File: config.mk
export PLATFORM = sky130hd
export DESIGN_NAME = rc4_phase_sequencer_flat
export DESIGN_NICKNAME = d
export VERILOG_FILES = /design/src/rtl/rc4_phase_sequencer_if.sv /design/src/rtl/rc4_phase_sequencer.sv /design/src/flat_wrapper.sv
export SDC_FILE = /design/constraint.sdc
export NUM_CORES = 1
export LEC_CHECK = 0
export BUFFER_PORTS_ARGS = -buffer_cell sky130_fd_sc_hd__buf_2
export CAP_MARGIN = 20
export CORE_MARGIN = 4
export CORE_UTILIZATION = 50
export DETAILED_ROUTE_END_ITERATION = 12
export PLACE_DENSITY_LB_ADDON = 0.1
export SKIP_LAST_GASP = 1
export SYNTH_ARGS = -nofsm -noshare
export SYNTH_HDL_FRONTEND = slang
export SYNTH_SLANG_ARGS = --single-unit
File: constraint.sdc
create_clock -name clk -period 5.6 [get_ports clk]
set_input_delay 0.28 -clock clk [delete_from_list [all_inputs] [get_ports clk]]
set_output_delay 0.28 -clock clk [all_outputs]
set_load 0.02 [all_outputs]
File: src/rtl/rc4_phase_sequencer_if.sv
// Phase start/finish handshakes and the per-phase s_memory requests plus the muxed memory port.
// master = sequencer side; slave = phase FSMs / memory side.
interface rc4_phase_sequencer_if #(
    parameter int ADDR_W = 8,
    parameter int DATA_W = 8
);
    logic              start_init;
    logic              start_shuffle;
    logic              start_decrypt;
    logic              finish_init;
    logic              finish_shuffle;
    logic              finish_decrypt;
    logic [ADDR_W-1:0] addr_init;
    logic [ADDR_W-1:0] addr_shuf;
    logic [ADDR_W-1:0] addr_dec;
    logic [DATA_W-1:0] data_init;
    logic [DATA_W-1:0] data_shuf;
    logic [DATA_W-1:0] data_dec;
    logic              wren_init;
    logic              wren_shuf;
    logic              wren_dec;
    logic [ADDR_W-1:0] mem_address;
    logic [DATA_W-1:0] mem_data;
    logic              mem_wren;

    modport master (
        output start_init, start_shuffle, start_decrypt,
        input  finish_init, finish_shuffle, finish_decrypt,
        input  addr_init, addr_shuf, addr_dec,
        input  data_init, data_shuf, data_dec,
        input  wren_init, wren_shuf, wren_dec,
        output mem_address, mem_data, mem_wren
    );

    modport slave (
        input  start_init, start_shuffle, start_decrypt,
        output finish_init, finish_shuffle, finish_decrypt,
        output addr_init, addr_shuf, addr_dec,
        output data_init, data_shuf, data_dec,
        output wren_init, wren_shuf, wren_dec,
        input  mem_address, mem_data, mem_wren
    );
endinterface

File: src/rtl/rc4_phase_sequencer.sv
// Sequences RC4 init -> shuffle -> decrypt and owns the shared s_memory write port; status/start outputs are
// registered (1 cycle after the deciding edge), memory mux is combinational; no backpressure, phases hold via finish_*.
module rc4_phase_sequencer #(
    parameter int KEY_W          = 24,
    parameter int ADDR_W         = 8,
    parameter int DATA_W         = 8,
    parameter int TIMEOUT_CYCLES = 4096
) (
    input  logic                   clk,
    input  logic                   reset_n,
    input  logic                   start,
    input  logic                   abort,
    input  logic [KEY_W-1:0]       key_in,
    output logic [KEY_W-1:0]       key_out,
    rc4_phase_sequencer_if.master  bus,
    output logic [1:0]             phase,
    output logic                   busy,
    output logic                   done,
    output logic                   error,
    output logic [1:0]             err_phase
);
    localparam int WD_W = (TIMEOUT_CYCLES > 2) ? $clog2(TIMEOUT_CYCLES) : 1;
    localparam logic [WD_W-1:0] WD_MAX = WD_W'(TIMEOUT_CYCLES - 1);

    typedef enum logic [3:0] {
        S_IDLE, S_INIT_GO, S_INIT_WAIT, S_SHUF_GO, S_SHUF_WAIT,
        S_DEC_GO, S_DEC_WAIT, S_DONE, S_ERROR
    } state_t;

    state_t            state, state_nxt;
    logic [WD_W-1:0]   wd, wd_nxt;
    logic [KEY_W-1:0]  key_nxt;
    logic [1:0]        err_nxt;
    logic              expired;

    function automatic logic [1:0] phase_of(input state_t s);
        case (s)
            S_INIT_GO, S_INIT_WAIT: phase_of = 2'd1;
            S_SHUF_GO, S_SHUF_WAIT: phase_of = 2'd2;
            S_DEC_GO,  S_DEC_WAIT:  phase_of = 2'd3;
            default:                phase_of = 2'd0;
        endcase
    endfunction

    assign expired = (wd == WD_MAX);

    always_comb begin
        state_nxt = state;
        wd_nxt    = wd;
        key_nxt   = key_out;
        err_nxt   = err_phase;
        case (state)
            S_IDLE, S_DONE, S_ERROR: begin
                if (start) begin
                    state_nxt = S_INIT_GO;
                    key_nxt   = key_in;
                    err_nxt   = 2'd0;
                end
            end
            S_INIT_GO: begin state_nxt = S_INIT_WAIT; wd_nxt = '0; end
            S_SHUF_GO: begin state_nxt = S_SHUF_WAIT; wd_nxt = '0; end
            S_DEC_GO:  begin state_nxt = S_DEC_WAIT;  wd_nxt = '0; end
            // In each WAIT a finish on the expiry cycle still advances the run.
            S_INIT_WAIT: begin
                if (bus.finish_init)  state_nxt = S_SHUF_GO;
                else if (expired)     begin state_nxt = S_ERROR; err_nxt = 2'd1; end
                else                  wd_nxt = wd + 1'b1;
            end
            S_SHUF_WAIT: begin
                if (bus.finish_shuffle) state_nxt = S_DEC_GO;
                else if (expired)       begin state_nxt = S_ERROR; err_nxt = 2'd2; end
                else                    wd_nxt = wd + 1'b1;
            end
            S_DEC_WAIT: begin
                if (bus.finish_decrypt) state_nxt = S_DONE;
                else if (expired)       begin state_nxt = S_ERROR; err_nxt = 2'd3; end
                else                    wd_nxt = wd + 1'b1;
            end
            default: state_nxt = S_IDLE;
        endcase
        if (abort) begin
            state_nxt = S_IDLE;
            key_nxt   = key_out;
            err_nxt   = err_phase;
        end
    end

    // Status flops decode the next state so they line up with the state register.
    always_ff @(posedge clk or negedge reset_n) begin
        if (!reset_n) begin
            state             <= S_IDLE;
            wd                <= '0;
            key_out           <= '0;
            err_phase         <= 2'd0;
            phase             <= 2'd0;
            busy              <= 1'b0;
            done              <= 1'b0;
            error             <= 1'b0;
            bus.start_init    <= 1'b0;
            bus.start_shuffle <= 1'b0;
            bus.start_decrypt <= 1'b0;
        end else begin
            state             <= state_nxt;
            wd                <= wd_nxt;
            key_out           <= key_nxt;
            err_phase         <= err_nxt;
            phase             <= phase_of(state_nxt);
            busy              <= (phase_of(state_nxt) != 2'd0);
            done              <= (state_nxt == S_DONE);
            error             <= (state_nxt == S_ERROR);
            bus.start_init    <= (state_nxt == S_INIT_GO);
            bus.start_shuffle <= (state_nxt == S_SHUF_GO);
            bus.start_decrypt <= (state_nxt == S_DEC_GO);
        end
    end

    always_comb begin
        bus.mem_address = '0;
        bus.mem_data    = '0;
        bus.mem_wren    = 1'b0;
        case (phase)
            2'd1: begin bus.mem_address = bus.addr_init; bus.mem_data = bus.data_init; bus.mem_wren = bus.wren_init; end
            2'd2: begin bus.mem_address = bus.addr_shuf; bus.mem_data = bus.data_shuf; bus.mem_wren = bus.wren_shuf; end
            2'd3: begin bus.mem_address = bus.addr_dec;  bus.mem_data = bus.data_dec;  bus.mem_wren = bus.wren_dec;  end
            default: ;
        endcase
    end
endmodule

File: src/flat_wrapper.sv
// flat-port wrapper written by rule: the top's interface ports become plain ports
module rc4_phase_sequencer_flat 
#(
    parameter int KEY_W          = 24,
    parameter int ADDR_W         = 8,
    parameter int DATA_W         = 8,
    parameter int TIMEOUT_CYCLES = 4096
)
  (clk, reset_n, start, abort, key_in, key_out, phase, busy, done, error, err_phase, bus_start_init, bus_start_shuffle, bus_start_decrypt, bus_finish_init, bus_finish_shuffle, bus_finish_decrypt, bus_addr_init, bus_addr_shuf, bus_addr_dec, bus_data_init, bus_data_shuf, bus_data_dec, bus_wren_init, bus_wren_shuf, bus_wren_dec, bus_mem_address, bus_mem_data, bus_mem_wren);
  rc4_phase_sequencer_if #(.ADDR_W(ADDR_W), .DATA_W(DATA_W)) bus_i ();
  input  logic clk;
  input  logic reset_n;
  input  logic start;
  input  logic abort;
  input  logic [KEY_W-1:0] key_in;
  output logic [KEY_W-1:0] key_out;
  output logic [1:0] phase;
  output logic busy;
  output logic done;
  output logic error;
  output logic [1:0] err_phase;
  output wire logic [$bits(bus_i.start_init)-1:0] bus_start_init;
  output wire logic [$bits(bus_i.start_shuffle)-1:0] bus_start_shuffle;
  output wire logic [$bits(bus_i.start_decrypt)-1:0] bus_start_decrypt;
  input wire logic [$bits(bus_i.finish_init)-1:0] bus_finish_init;
  input wire logic [$bits(bus_i.finish_shuffle)-1:0] bus_finish_shuffle;
  input wire logic [$bits(bus_i.finish_decrypt)-1:0] bus_finish_decrypt;
  input wire logic [$bits(bus_i.addr_init)-1:0] bus_addr_init;
  input wire logic [$bits(bus_i.addr_shuf)-1:0] bus_addr_shuf;
  input wire logic [$bits(bus_i.addr_dec)-1:0] bus_addr_dec;
  input wire logic [$bits(bus_i.data_init)-1:0] bus_data_init;
  input wire logic [$bits(bus_i.data_shuf)-1:0] bus_data_shuf;
  input wire logic [$bits(bus_i.data_dec)-1:0] bus_data_dec;
  input wire logic [$bits(bus_i.wren_init)-1:0] bus_wren_init;
  input wire logic [$bits(bus_i.wren_shuf)-1:0] bus_wren_shuf;
  input wire logic [$bits(bus_i.wren_dec)-1:0] bus_wren_dec;
  output wire logic [$bits(bus_i.mem_address)-1:0] bus_mem_address;
  output wire logic [$bits(bus_i.mem_data)-1:0] bus_mem_data;
  output wire logic [$bits(bus_i.mem_wren)-1:0] bus_mem_wren;
  assign bus_start_init = bus_i.start_init;
  assign bus_start_shuffle = bus_i.start_shuffle;
  assign bus_start_decrypt = bus_i.start_decrypt;
  assign bus_i.finish_init = bus_finish_init;
  assign bus_i.finish_shuffle = bus_finish_shuffle;
  assign bus_i.finish_decrypt = bus_finish_decrypt;
  assign bus_i.addr_init = bus_addr_init;
  assign bus_i.addr_shuf = bus_addr_shuf;
  assign bus_i.addr_dec = bus_addr_dec;
  assign bus_i.data_init = bus_data_init;
  assign bus_i.data_shuf = bus_data_shuf;
  assign bus_i.data_dec = bus_data_dec;
  assign bus_i.wren_init = bus_wren_init;
  assign bus_i.wren_shuf = bus_wren_shuf;
  assign bus_i.wren_dec = bus_wren_dec;
  assign bus_mem_address = bus_i.mem_address;
  assign bus_mem_data = bus_i.mem_data;
  assign bus_mem_wren = bus_i.mem_wren;
  rc4_phase_sequencer #(.KEY_W(KEY_W), .ADDR_W(ADDR_W), .DATA_W(DATA_W), .TIMEOUT_CYCLES(TIMEOUT_CYCLES)) u_core (.clk(clk), .reset_n(reset_n), .start(start), .abort(abort), .key_in(key_in), .key_out(key_out), .bus(bus_i), .phase(phase), .busy(busy), .done(done), .error(error), .err_phase(err_phase));
endmodule
# --- After elaboration in Yosys (flattened, before gate mapping) ---
# Cells that the tools add are included.
totals:
  reg_bits: 50
  in_bits: 82
  output_inout_bits: 51
  word_cells: 76
op_classes:
  addsub: 1
  eq_ne: 27
  mux: 24
  n_bitwise: 1
  reduce_logical: 12
ops:
  columns: ["op", "count"]
  rows:
  - ["$mux W12", 4]
  - ["$pmux W12 S4", 1]
  - ["$pmux W8 S3", 2]
  - ["$eq A4 B3 Y1 const B", 8]
  - ["$pmux W4 S7", 1]
  - ["$mux W4", 6]
  - ["$eq A4 B2 Y1 const B", 4]
  - ["$mux W2", 7]
  - ["$add A12 B1 Y12 const B", 1]
  - ["$eq A12 B12 Y1 const B", 1]
  - ["$reduce_and A9 Y1", 1]
  - ["$eq A4 B1 Y1 const B", 2]
  - ["$eq A4 B4 Y1 const B", 2]
  - ["$ne A2 B2 Y1 const B", 4]
  - ["$pmux W2 S4", 1]
  - ["$reduce_bool A4 Y1", 2]
  - ["$ne A2 B1 Y1 const B", 3]
  - ["$pmux W2 S3", 1]
  - ["$reduce_or A2 Y1", 3]
  - ["$reduce_or A3 Y1", 2]
  - ["$eq A2 B2 Y1 const B", 2]
  - ["$logic_not A4 Y1", 1]
  - ["$reduce_and A4 Y1", 1]
  - ["$pmux W1 S3", 1]
  - ["other kinds (4)", 4]

# --- Longest topological paths before layout ---
# Gate-level depths: netlist (run 1).
logic_depth:
  depth_word: 9
  ltp_mapped: 7
  depth_no_buf: 6

# --- Worst setup path before layout (run 1) ---
# Ideal clock, no wire load.
synth_path:
  path_kind: "reg-to-reg"
  start: "register u_core.wd[0] (netlist name)"
  end: "register u_core.key_out[10]"
  setup_time_ps: 125
  arrival_time_ps: 2115
  required_time_ps: 5475
  setup_slack_ps: 3360
  path_stages_with_launch: 8
  path_buffers: 1
  synth_period_minus_slack_ps: 2240
  path_cell_list: "dfrtp_1 ha_1 nand4_4 o41ai_2 nand3b_2 nor3_4 buf_12 mux2_4"
synth_rtl:
  columns: ["item", "line", "source"]
  rows:
  - ["to (signal assigned)", "rc4_phase_sequencer.sv:105", "key_out <= key_nxt;"]
  - ["to (decl)", "rc4_phase_sequencer.sv:14", "output logic [KEY_W-1:0] key_out,"]

==> results of run 1 <==
cells in the mapped netlist, drive strengths merged (2+ instances only):
master,instances
mux2,43
a22o,17
nor4,2
nor2,10
or2,2
a21oi,3
nand2,17
buf,9
o31ai,6
a21o,5
nand2b,3
a31oi,3
or3,4
o21ai,5
inv,6
nor3,4
clkbuf,7
dfrtp,50
nand3,10
and2,2
a211o,2
nor3b,2
nor2b,5
mux2i,3
o41ai,6
nand4,2
worst min path at each step:
stage / cells past startpoint / endpoint / from / slack (ns)
finish: 2 / u_core.key_out[10] / key_in[10] / 0.19
detailed placement: 1 / u_core.key_out[23] / u_core.key_out[23] / 0.49
global placement: 1 / u_core.key_out[1] / u_core.key_out[1] / 0.49
floorplan: 0 / u_core.bus.start_decrypt / reset_n / -0.02
global route: 2 / u_core.key_out[9] / key_in[9] / 0.17
CTS: 2 / u_core.key_out[10] / key_in[10] / 0.18
per-stage QoR:
stage               power (W)  hold WS (ns)  setup slack, ns
finish                0.00146         0.188             3.11
global route          0.00154         0.171             2.92
CTS                   0.00147         0.176             2.79
detailed placement    0.00120         0.489             3.11
global placement      0.00118         0.488             3.11
floorplan            0.000998       -0.0156             3.36
sequential cells by signal (all words and copies together) (netlist names):
register / flops
u_core.key_out: 24
u_core.wd: 12
u_core.state: 4
u_core.err_phase: 2
u_core.phase: 2
u_core.bus.start_decrypt: 1
u_core.bus.start_init: 1
u_core.bus.start_shuffle: 1
u_core.busy: 1
u_core.done: 1
u_core.error: 1
power groups by stage:
| stage | Sequential, W | Combinational (W) | Clock [W] |
|---|---|---|---|
| 2_1_floorplan | 0.000652 | 0.000346 | 0 |
| 3_3_place_gp | 0.000551 | 0.000633 | 0 |
| 3_5_place_dp | 0.000554 | 0.000647 | 0 |
| 4_1_cts | 0.000549 | 0.000648 | 0.000273 |
| 5_1_grt | 0.000567 | 0.000687 | 0.000290 |
| 6_report | 0.000548 | 0.000646 | 0.000264 |
layer usage:
layer	GRT usage (%)	vias up	wire, um
met5	0	-	0
met2	36.7	87	3690
li1	-	1158	-
met1	24.0	1132	2830
met3	4.74	10	454
met4	6.73	0	133
critical path: stages, from the launching register on:
cell and delay [ns]:
sky130_fd_sc_hd__dfrtp_1 0.39, sky130_fd_sc_hd__ha_1 0.28, sky130_fd_sc_hd__nand4_4 0.16, sky130_fd_sc_hd__nor4_4 0.40, sky130_fd_sc_hd__a21oi_2 0.18, sky130_fd_sc_hd__nor3_4 0.18
sky130_fd_sc_hd__buf_4 0.39, sky130_fd_sc_hd__mux2_2 0.38
cell usage in the layout (no fill, tap or decap), types with 2 or more instances in the layout:
cell / instances
sky130_fd_sc_hd__nor2b_1: 5
sky130_fd_sc_hd__nand3_1: 10
sky130_fd_sc_hd__o31ai_1: 6
sky130_fd_sc_hd__buf_4: 3
sky130_fd_sc_hd__nor3_1: 3
sky130_fd_sc_hd__clkbuf_8: 5
sky130_fd_sc_hd__a22o_1: 17
sky130_fd_sc_hd__mux2_2: 23
sky130_fd_sc_hd__a21oi_2: 2
sky130_fd_sc_hd__o41ai_1: 5
sky130_fd_sc_hd__a211o_1: 2
sky130_fd_sc_hd__inv_1: 6
sky130_fd_sc_hd__mux2i_1: 3
sky130_fd_sc_hd__and2_1: 2
sky130_fd_sc_hd__o21ai_0: 4
sky130_fd_sc_hd__inv_6: 2
sky130_fd_sc_hd__or2_2: 2
sky130_fd_sc_hd__mux2_4: 20
sky130_fd_sc_hd__a31oi_1: 3
sky130_fd_sc_hd__nand2_1: 17
sky130_fd_sc_hd__buf_2: 132
sky130_fd_sc_hd__dfrtp_1: 50
sky130_fd_sc_hd__or3_1: 4
sky130_fd_sc_hd__nor2_1: 10
sky130_fd_sc_hd__a21o_1: 4
sky130_fd_sc_hd__nand2b_1: 3
final cells by class:
class	instances	area, um2
repair buffers	137	713
multi-input cells	171	1470
well taps	72	90.1
clock buffers	5	68.8
inverters	6	22.5
fillers	467	1850
clock inverters	3	47.5
flip-flops and latches	50	1250
logic make-up after synthesis:
kind of cell	count (synthesis)	synth area share (%)
mux	46	20.7
fa+ha+maj	1	0.439
simple gates	68	14.2
flops	50	43.9
compound gates	56	16.1
buf+inv	22	4.74
timing repair:
item / CTS / global route
endpoints found under the hold margin: 0 / 8
buffers inserted: 0 / 0
hold buffers: 0 / 1
==> metrics.md, run 1 <==
| Metric | Value |
|---|---|
| HPWL Detailed | 5.46 mm |
| Required time of the worst setup path | 5.80 ns |
| Shortest clock period the worst path allows after layout | 2.49 ns |
| Depth of the CTS H-tree | 2 |
| CP Class | reg2reg |
| Finished Cell Area | 0.00366 mm2 |
| Unrepaired setup endpoints after global routing | no |
| Detailed-route DRC error count | 0 |
| Remaining antenna violation count after routing | 0 |
| Via density | 5.38 |
| Total CTS buffers | 5 |
| Area of the die | 0.00698 mm2 |
| Critical path capture point | u_core.key_out[5] |
| Longest Clk Path Bufs | 2 |
| Netlist Area Pre-Place | 0.00285 mm2 |
| Relative max-transition margin | 55.2% |
| Critical Path Start Type | register |
| Slew Viols, Final | 0 |
| GPL Wtd Cong | 0.809 |
| Switching share of total power | 37.9% |
| Number of iterations in the first detailed-routing pass | 4 |
| Setup TNS Final | 0 ns |
| Critical path origin | u_core.wd[0] |
| Number of antenna diodes | 0 |
| Number of synthesized flops with an enable pin | 0 |
| Share of cells above drive strength 1 | 54.0% |
| Slack of the worst reg-to-reg path | 3.11 ns |
| Register area share after synthesis | 43.9% |
| Worst min path class | in2reg |
| Layout overhead on the synthesized area | 28.3% |
| Reg clk slew, reported paths | 0.10 ns |
| Number of nets in the layout | 454 |
| Total count of hold-check failures in the final report | 0 |
| Chip Height | 83.5 um |
| Post-detailed-placement cell area | 0.00350 mm2 |
| Global-route wire length before repair | 11.7 mm |
| Clock tree from TritonCTS | yes |
| Reg2Reg Capture Point | u_core.key_out[5] |
| Launching point of the worst reg2reg path | u_core.wd[0] |
| Pin count of the biggest net entering global routing | 51 |
| Worst-skew pair later-pin latency | 0.31 ns |
| Leakage power of the design | 1.92 nW |
| Power density of the placed cells | 398 mW/mm2 |
| Routed WL | 7.10 mm |
| Synth top area cells | sky130_fd_sc_hd__dfrtp_1 (44%), sky130_fd_sc_hd__mux2_4 (11%), sky130_fd_sc_hd__mux2_2 (9.1%) |
| Cell taking the most area after synthesis | sky130_fd_sc_hd__dfrtp_1 |
| Area of the core | 0.00551 mm2 |
| Floorplan die width | 83.5 um |
| Register share of total power | 37.6% |
| Total routing resource utilization after global routing | 20.4% |
| Yosys warning count | 0 |
| Number of max-cap violations | 0 |
| # clock sinks | 50 |
| Number of placement rows | 27 |
| Number of instances resized during post-cts repair | 0 |
| Depth of the worst register-to-register path | 7 |
| Antenna violations before repair | 0 |
| Transition time of the tightest slew-check pin | 0.673 ns |
| Internal Dissipation | 0.000905 W |
| Port bufs | 132 |
| Maximum vdd ir drop | 0.000300 V |
| Top-level I/O count | 133 |
| Crit path max fanout | 25 |
| Ratio of final minimum period to clock period | 44.4% |
| Utilization after layout | 66.4% |
| Instance count of the mapped netlist | 243 |
| Iteration-0 DRC count of the detailed router | 108 |
| Count of non-filler cells in the finished layout | 444 |
| Clk root buf | sky130_fd_sc_hd__clkbuf_8 |
| Prevailing post-synth register cell | sky130_fd_sc_hd__dfrtp_1 |
| Kind of end point of the critical path | register |
| Total via count after detailed routing | 2387 |
| Final Skew | 0.00987 ns |
| WP data arrival | 2.68 ns |
| Count of distinct cell types in the synthesized netlist | 53 |
| Highest clock rate | 0.402 GHz |
| Routed len/inst | 16.0 um |
| Synth Register Bits | 50 |
| Mean instance size in the synthesized netlist | 11.7 um2 |
| Switching power total | 0.000553 W |
| Count of placed standard cells including taps | 433 |
| Final setup viols | 0 |
| Remaining global-route overflow | 0 |
| Vias in the first global route | 2299 |
| Synth async-reset ratio | 100% |
| Proportion of power drawn by combinational gates | 44.3% |
| Syn_nets | 326 |
| Initial core utilization | 51.8% |
| Run status | finished clean |
| Clock share of power | 18.1% |
| Fraction of post-synthesis cell area in the top cell type by area | 43.9% |
No activity file was read; power rests on OpenSTA's default activity.
==> inputs of run 2 (changes only) <==
- ABC_AREA: default -> 1
- CORE_UTILIZATION: 50 -> 42
- clock period: 5.6 -> 2.2 ns (I/O delays scaled with it)
==> run 2 against run 1 <==
Effect of this change:
- critical path type unchanged
- non-clock buffer count increased by 8
- power increased by 130%
- critical path depth is 4 higher
- fmax rose by 29%
- worst setup slack worse by 2.8 ns
- clock power rose by 140%
- final cell count rose by 32%
- clock-buffer cell count is the same
==> metrics.md, run 2 <==
| Metric | Value |
|---|---|
| Run status | finished clean (unchanged) |
| Shortest clock period the worst path allows after layout | 1.93 ns (was 2.49 ns) |
| Initial core utilization | 44.4% (was 51.8%) |
| Final setup viols | 0 (unchanged) |
| Number of nets in the layout | 593 (was 454) |
| Vias in the first global route | 2763 (was 2299) |
| Longest Clk Path Bufs | 2 (unchanged) |
| Mean instance size in the synthesized netlist | 7.35 um2 (was 11.7 um2) |
| Crit path max fanout | 17 (was 25) |
| Total via count after detailed routing | 2760 (was 2387) |
| Most repeated cell in the gate-level netlist after synthesis | sky130_fd_sc_hd__nand2_1 (was sky130_fd_sc_hd__dfrtp_1) |
| Area of the core | 0.00606 mm2 (was 0.00551 mm2) |
| Clock tree from TritonCTS | yes (unchanged) |
| Number of flip-flops in the largest register | 24 (unchanged) |
| Required time of the worst setup path | 2.39 ns (was 5.80 ns) |
| Number of iterations in the first detailed-routing pass | 4 (unchanged) |
| Synth top area cells | sky130_fd_sc_hd__dfrtp_1 (47%), sky130_fd_sc_hd__nand2_1 (24%), sky130_fd_sc_hd__nand3_1 (7.1%) (was sky130_fd_sc_hd__dfrtp_1 (44%), sky130_fd_sc_hd__mux2_4 (11%), sky130_fd_sc_hd__mux2_2 (9.1%)) |
| Number of placement rows | 28 (was 27) |
| Critical path's most frequent cell | sky130_fd_sc_hd__nor2_1 |
| Reg with most FFs | u_core.key_out (unchanged) |
| Number of antenna diodes | 0 (unchanged) |
| Routed len/inst | 11.8 um (was 16.0 um) |
| Prevailing post-synth register cell | sky130_fd_sc_hd__dfrtp_1 (unchanged) |
| WP data arrival | 2.13 ns (was 2.68 ns) |
| Yosys warning count | 0 (unchanged) |
| Layout overhead on the synthesized area | 34.3% (was 28.3%) |
| Total CTS buffers | 5 (unchanged) |
| Detailed-route DRC error count | 0 (unchanged) |
| Setup TNS Final | 0 ns (unchanged) |
| Remaining global-route overflow | 0 (unchanged) |
| Kind of cell with the highest combined delay on the critical path | simple AND/OR/NAND/NOR gates (unchanged) |
| Area of the die | 0.00775 mm2 (was 0.00698 mm2) |
| Leakage power of the design | 2.06 nW (was 1.92 nW) |
| Total routing resource utilization after global routing | 17.9% (was 20.4%) |
| Critical Path Start Type | register (unchanged) |
| Worst-skew pair later-pin latency | 0.30 ns (was 0.31 ns) |
| GPL Wtd Cong | 0.906 (was 0.809) |
| Synth async-reset ratio | 100% (unchanged) |
| Number of max-cap violations | 0 (unchanged) |
| Maximum vdd ir drop | 0.000529 V (was 0.000300 V) |
| Synth Register Bits | 50 (unchanged) |
| Global-route wire length before repair | 11.3 mm (was 11.7 mm) |
| Cells traversed along the worst timing path | ha_1, nand2_1, nor2_2, nand3_1, nor2_1, nor2_1, nand2_4, inv_2, nand3_1, o21ai_0, nor2_1 (was ha_1, nand4_4, nor4_4, a21oi_2, nor3_4, buf_4, mux2_2) |
| Number of synthesized flops with an enable pin | 0 (unchanged) |
| HPWL Detailed | 5.39 mm (was 5.46 mm) |
| Register area share after synthesis | 46.5% (was 43.9%) |
| Relative max-transition margin | 59.4% (was 55.2%) |
| Count of non-filler cells in the finished layout | 586 (was 444) |
| Kind of end point of the critical path | register (unchanged) |
| Number of instances resized during post-cts repair | 0 (unchanged) |
| Floorplan die width | 88.0 um (was 83.5 um) |
| Highest-count cells in the layout ignoring fill and taps | sky130_fd_sc_hd__nand2_1 (171), sky130_fd_sc_hd__buf_2 (132), sky130_fd_sc_hd__dfrtp_1 (50) (was sky130_fd_sc_hd__buf_2 (132), sky130_fd_sc_hd__dfrtp_1 (50), sky130_fd_sc_hd__mux2_2 (23)) |
| CTS Hold Bufs | 9 (was 0) |
| Ratio of final minimum period to clock period | 87.9% (was 44.4%) |
| Commonest non-fill, non-tap cell in the layout | sky130_fd_sc_hd__nand2_1 (was sky130_fd_sc_hd__buf_2) |
| Count of buffer and inverter cells on the critical path | 1 (unchanged) |
| Highest clock rate | 0.517 GHz (was 0.402 GHz) |
| Commonest cells in the synthesized netlist | sky130_fd_sc_hd__nand2_1 (171), sky130_fd_sc_hd__dfrtp_1 (50), sky130_fd_sc_hd__nand3_1 (38) (was sky130_fd_sc_hd__dfrtp_1 (50), sky130_fd_sc_hd__mux2_2 (23), sky130_fd_sc_hd__mux2_4 (20)) |
| Iteration-0 DRC count of the detailed router | 107 (was 108) |
| Share of cells above drive strength 1 | 30.9% (was 54.0%) |
| Post-CTS Setup Bufs | 0 (unchanged) |
| Depth of the CTS H-tree | 2 (unchanged) |
| Unrepaired setup endpoints after global routing | no (unchanged) |
| Total count of hold-check failures in the final report | 0 (unchanged) |
| Reg clk slew, reported paths | 0.09 ns (was 0.10 ns) |
| Via density | 4.71 (was 5.38) |
| Syn_nets | 449 (was 326) |
| Worst min path class | in2reg (unchanged) |
| Post-Place Setup Slack | 0.294 ns (was 3.11 ns) |
| Clk root buf | sky130_fd_sc_hd__clkbuf_8 (unchanged) |
| Slowest Stage Delay on Critical Path | 0.42 ns (was 0.40 ns) |
| Fraction of post-synthesis cell area in the top cell type by area | 46.5% (was 43.9%) |
| Remaining antenna violation count after routing | 0 (unchanged) |
| Routed WL | 6.92 mm (was 7.10 mm) |
| Port bufs | 132 (unchanged) |
| Final Skew | 0.00915 ns (was 0.00987 ns) |
| Slowest-stage cell, CP | sky130_fd_sc_hd__dfrtp_1 (was sky130_fd_sc_hd__nor4_4) |
| Overall power after layout | 0.00331 W (was 0.00146 W) |
| Antenna violations before repair | 0 (unchanged) |
| Count of distinct cell types in the synthesized netlist | 27 (was 53) |
| CP Class | reg2reg (unchanged) |
| Instance count of the mapped netlist | 366 (was 243) |
| Count of placed standard cells including taps | 568 (was 433) |
| Pin count of the biggest net entering global routing | 51 (unchanged) |
| Netlist Area Pre-Place | 0.00269 mm2 (was 0.00285 mm2) |
| Top-level I/O count | 133 (unchanged) |
| Largest regs | u_core.key_out (24), u_core.wd (12), u_core.state (4) (unchanged) |
| Post-detailed-placement cell area | 0.00340 mm2 (was 0.00350 mm2) |
| Finished Cell Area | 0.00361 mm2 (was 0.00366 mm2) |
| Transition time of the tightest slew-check pin | 0.609 ns (was 0.673 ns) |
| Crit path setup slack, layout | 0.267 ns (was 3.11 ns) |
| Cell taking the most area after synthesis | sky130_fd_sc_hd__dfrtp_1 (unchanged) |
| # clock sinks | 50 (unchanged) |
| Power density of the placed cells | 916 mW/mm2 (was 398 mW/mm2) |
| Chip Height | 88.0 um (was 83.5 um) |
| Slew Viols, Final | 0 (unchanged) |
[run 2: changes by cell type after synthesis, moves of 6 or more]
cell | previous run | this run
sky130_fd_sc_hd__nand2_1 | 17 | 171
sky130_fd_sc_hd__nand3_1 | 10 | 38
sky130_fd_sc_hd__mux2_2 | 23 | 0
sky130_fd_sc_hd__inv_1 | 6 | 26
sky130_fd_sc_hd__mux2_4 | 20 | 0
sky130_fd_sc_hd__a22o_1 | 17 | 0
sky130_fd_sc_hd__xor2_1 | 0 | 8
sky130_fd_sc_hd__a21oi_1 | 1 | 7
[run 2: cell type report]
cell class | instances | area (um2)
Clock buffer | 5 | 68.8
Clock inverter | 3 | 43.8
Fill cell | 594 | 2450
Inverter | 34 | 130
Multi-Input combinational cell | 274 | 1240
Sequential cell | 50 | 1250
Tap cell | 75 | 93.8
Timing Repair Buffer | 145 | 783
[run 2: stage by stage]
stage | util (%) | hold WS, ns
floorplan | - | -0.186
global placement | 56.1 | 0.252
global route | 59.6 | 0.00291
detailed placement | 56.1 | 0.257
CTS | 59.4 | 0.00268
finish | 59.6 | 0.0112
[run 2: cells by family after synthesis]
kind of cell / share of synthesized area [%]
AOI/OAI and AO/OA: 5.39
and+or+nand+nor: 37.7
buffers and inverters: 7.35
adders and majority gates: 0.465
DFF: 46.5
xor gates and xnor gates: 2.60
[run 2: routing by layer]
layer	global-route usage, %	up-vias	wire (um)
met4	3.30	0	42
met5	0	-	0
met1	20.9	1269	2800
met3	3.48	6	325
met2	34.0	56	3760
li1	-	1429	-
[run 2: final timing paths]
check | slack [ns] | end | cells past startpoint | from
worst max-delay path | 0.27 | u_core.wd[3] | 11 | u_core.wd[0]
worst min-delay path | 0.01 | u_core.key_out[14] | 3 | key_in[14]
worst max register to register | 0.27 | u_core.wd[3] | 11 | u_core.wd[0]
worst min register to register | 0.47 | u_core.key_out[10] | 2 | u_core.key_out[10]
max in group asynchronous | 1.35 | u_core.phase[0] | 3 | reset_n
min in group asynchronous | 0.44 | u_core.key_out[11] | 3 | reset_n
[run 2: where the power goes]
part	leakage [nW]	internal (W)	switching, W	total, W
combinational	1.35	0.000461	0.000957	0.00142
sequential	0.654	0.00113	0.000123	0.00125
clock	0.0585	0.000341	0.000297	0.000638
total	2.06	0.00193	0.00138	0.00331
[run 2: tightest hold or removal path, cell delays in order]
cell	delay, ns
sky130_fd_sc_hd__buf_2	0.07
sky130_fd_sc_hd__nand2_1	0.04
sky130_fd_sc_hd__nand2_1	0.05
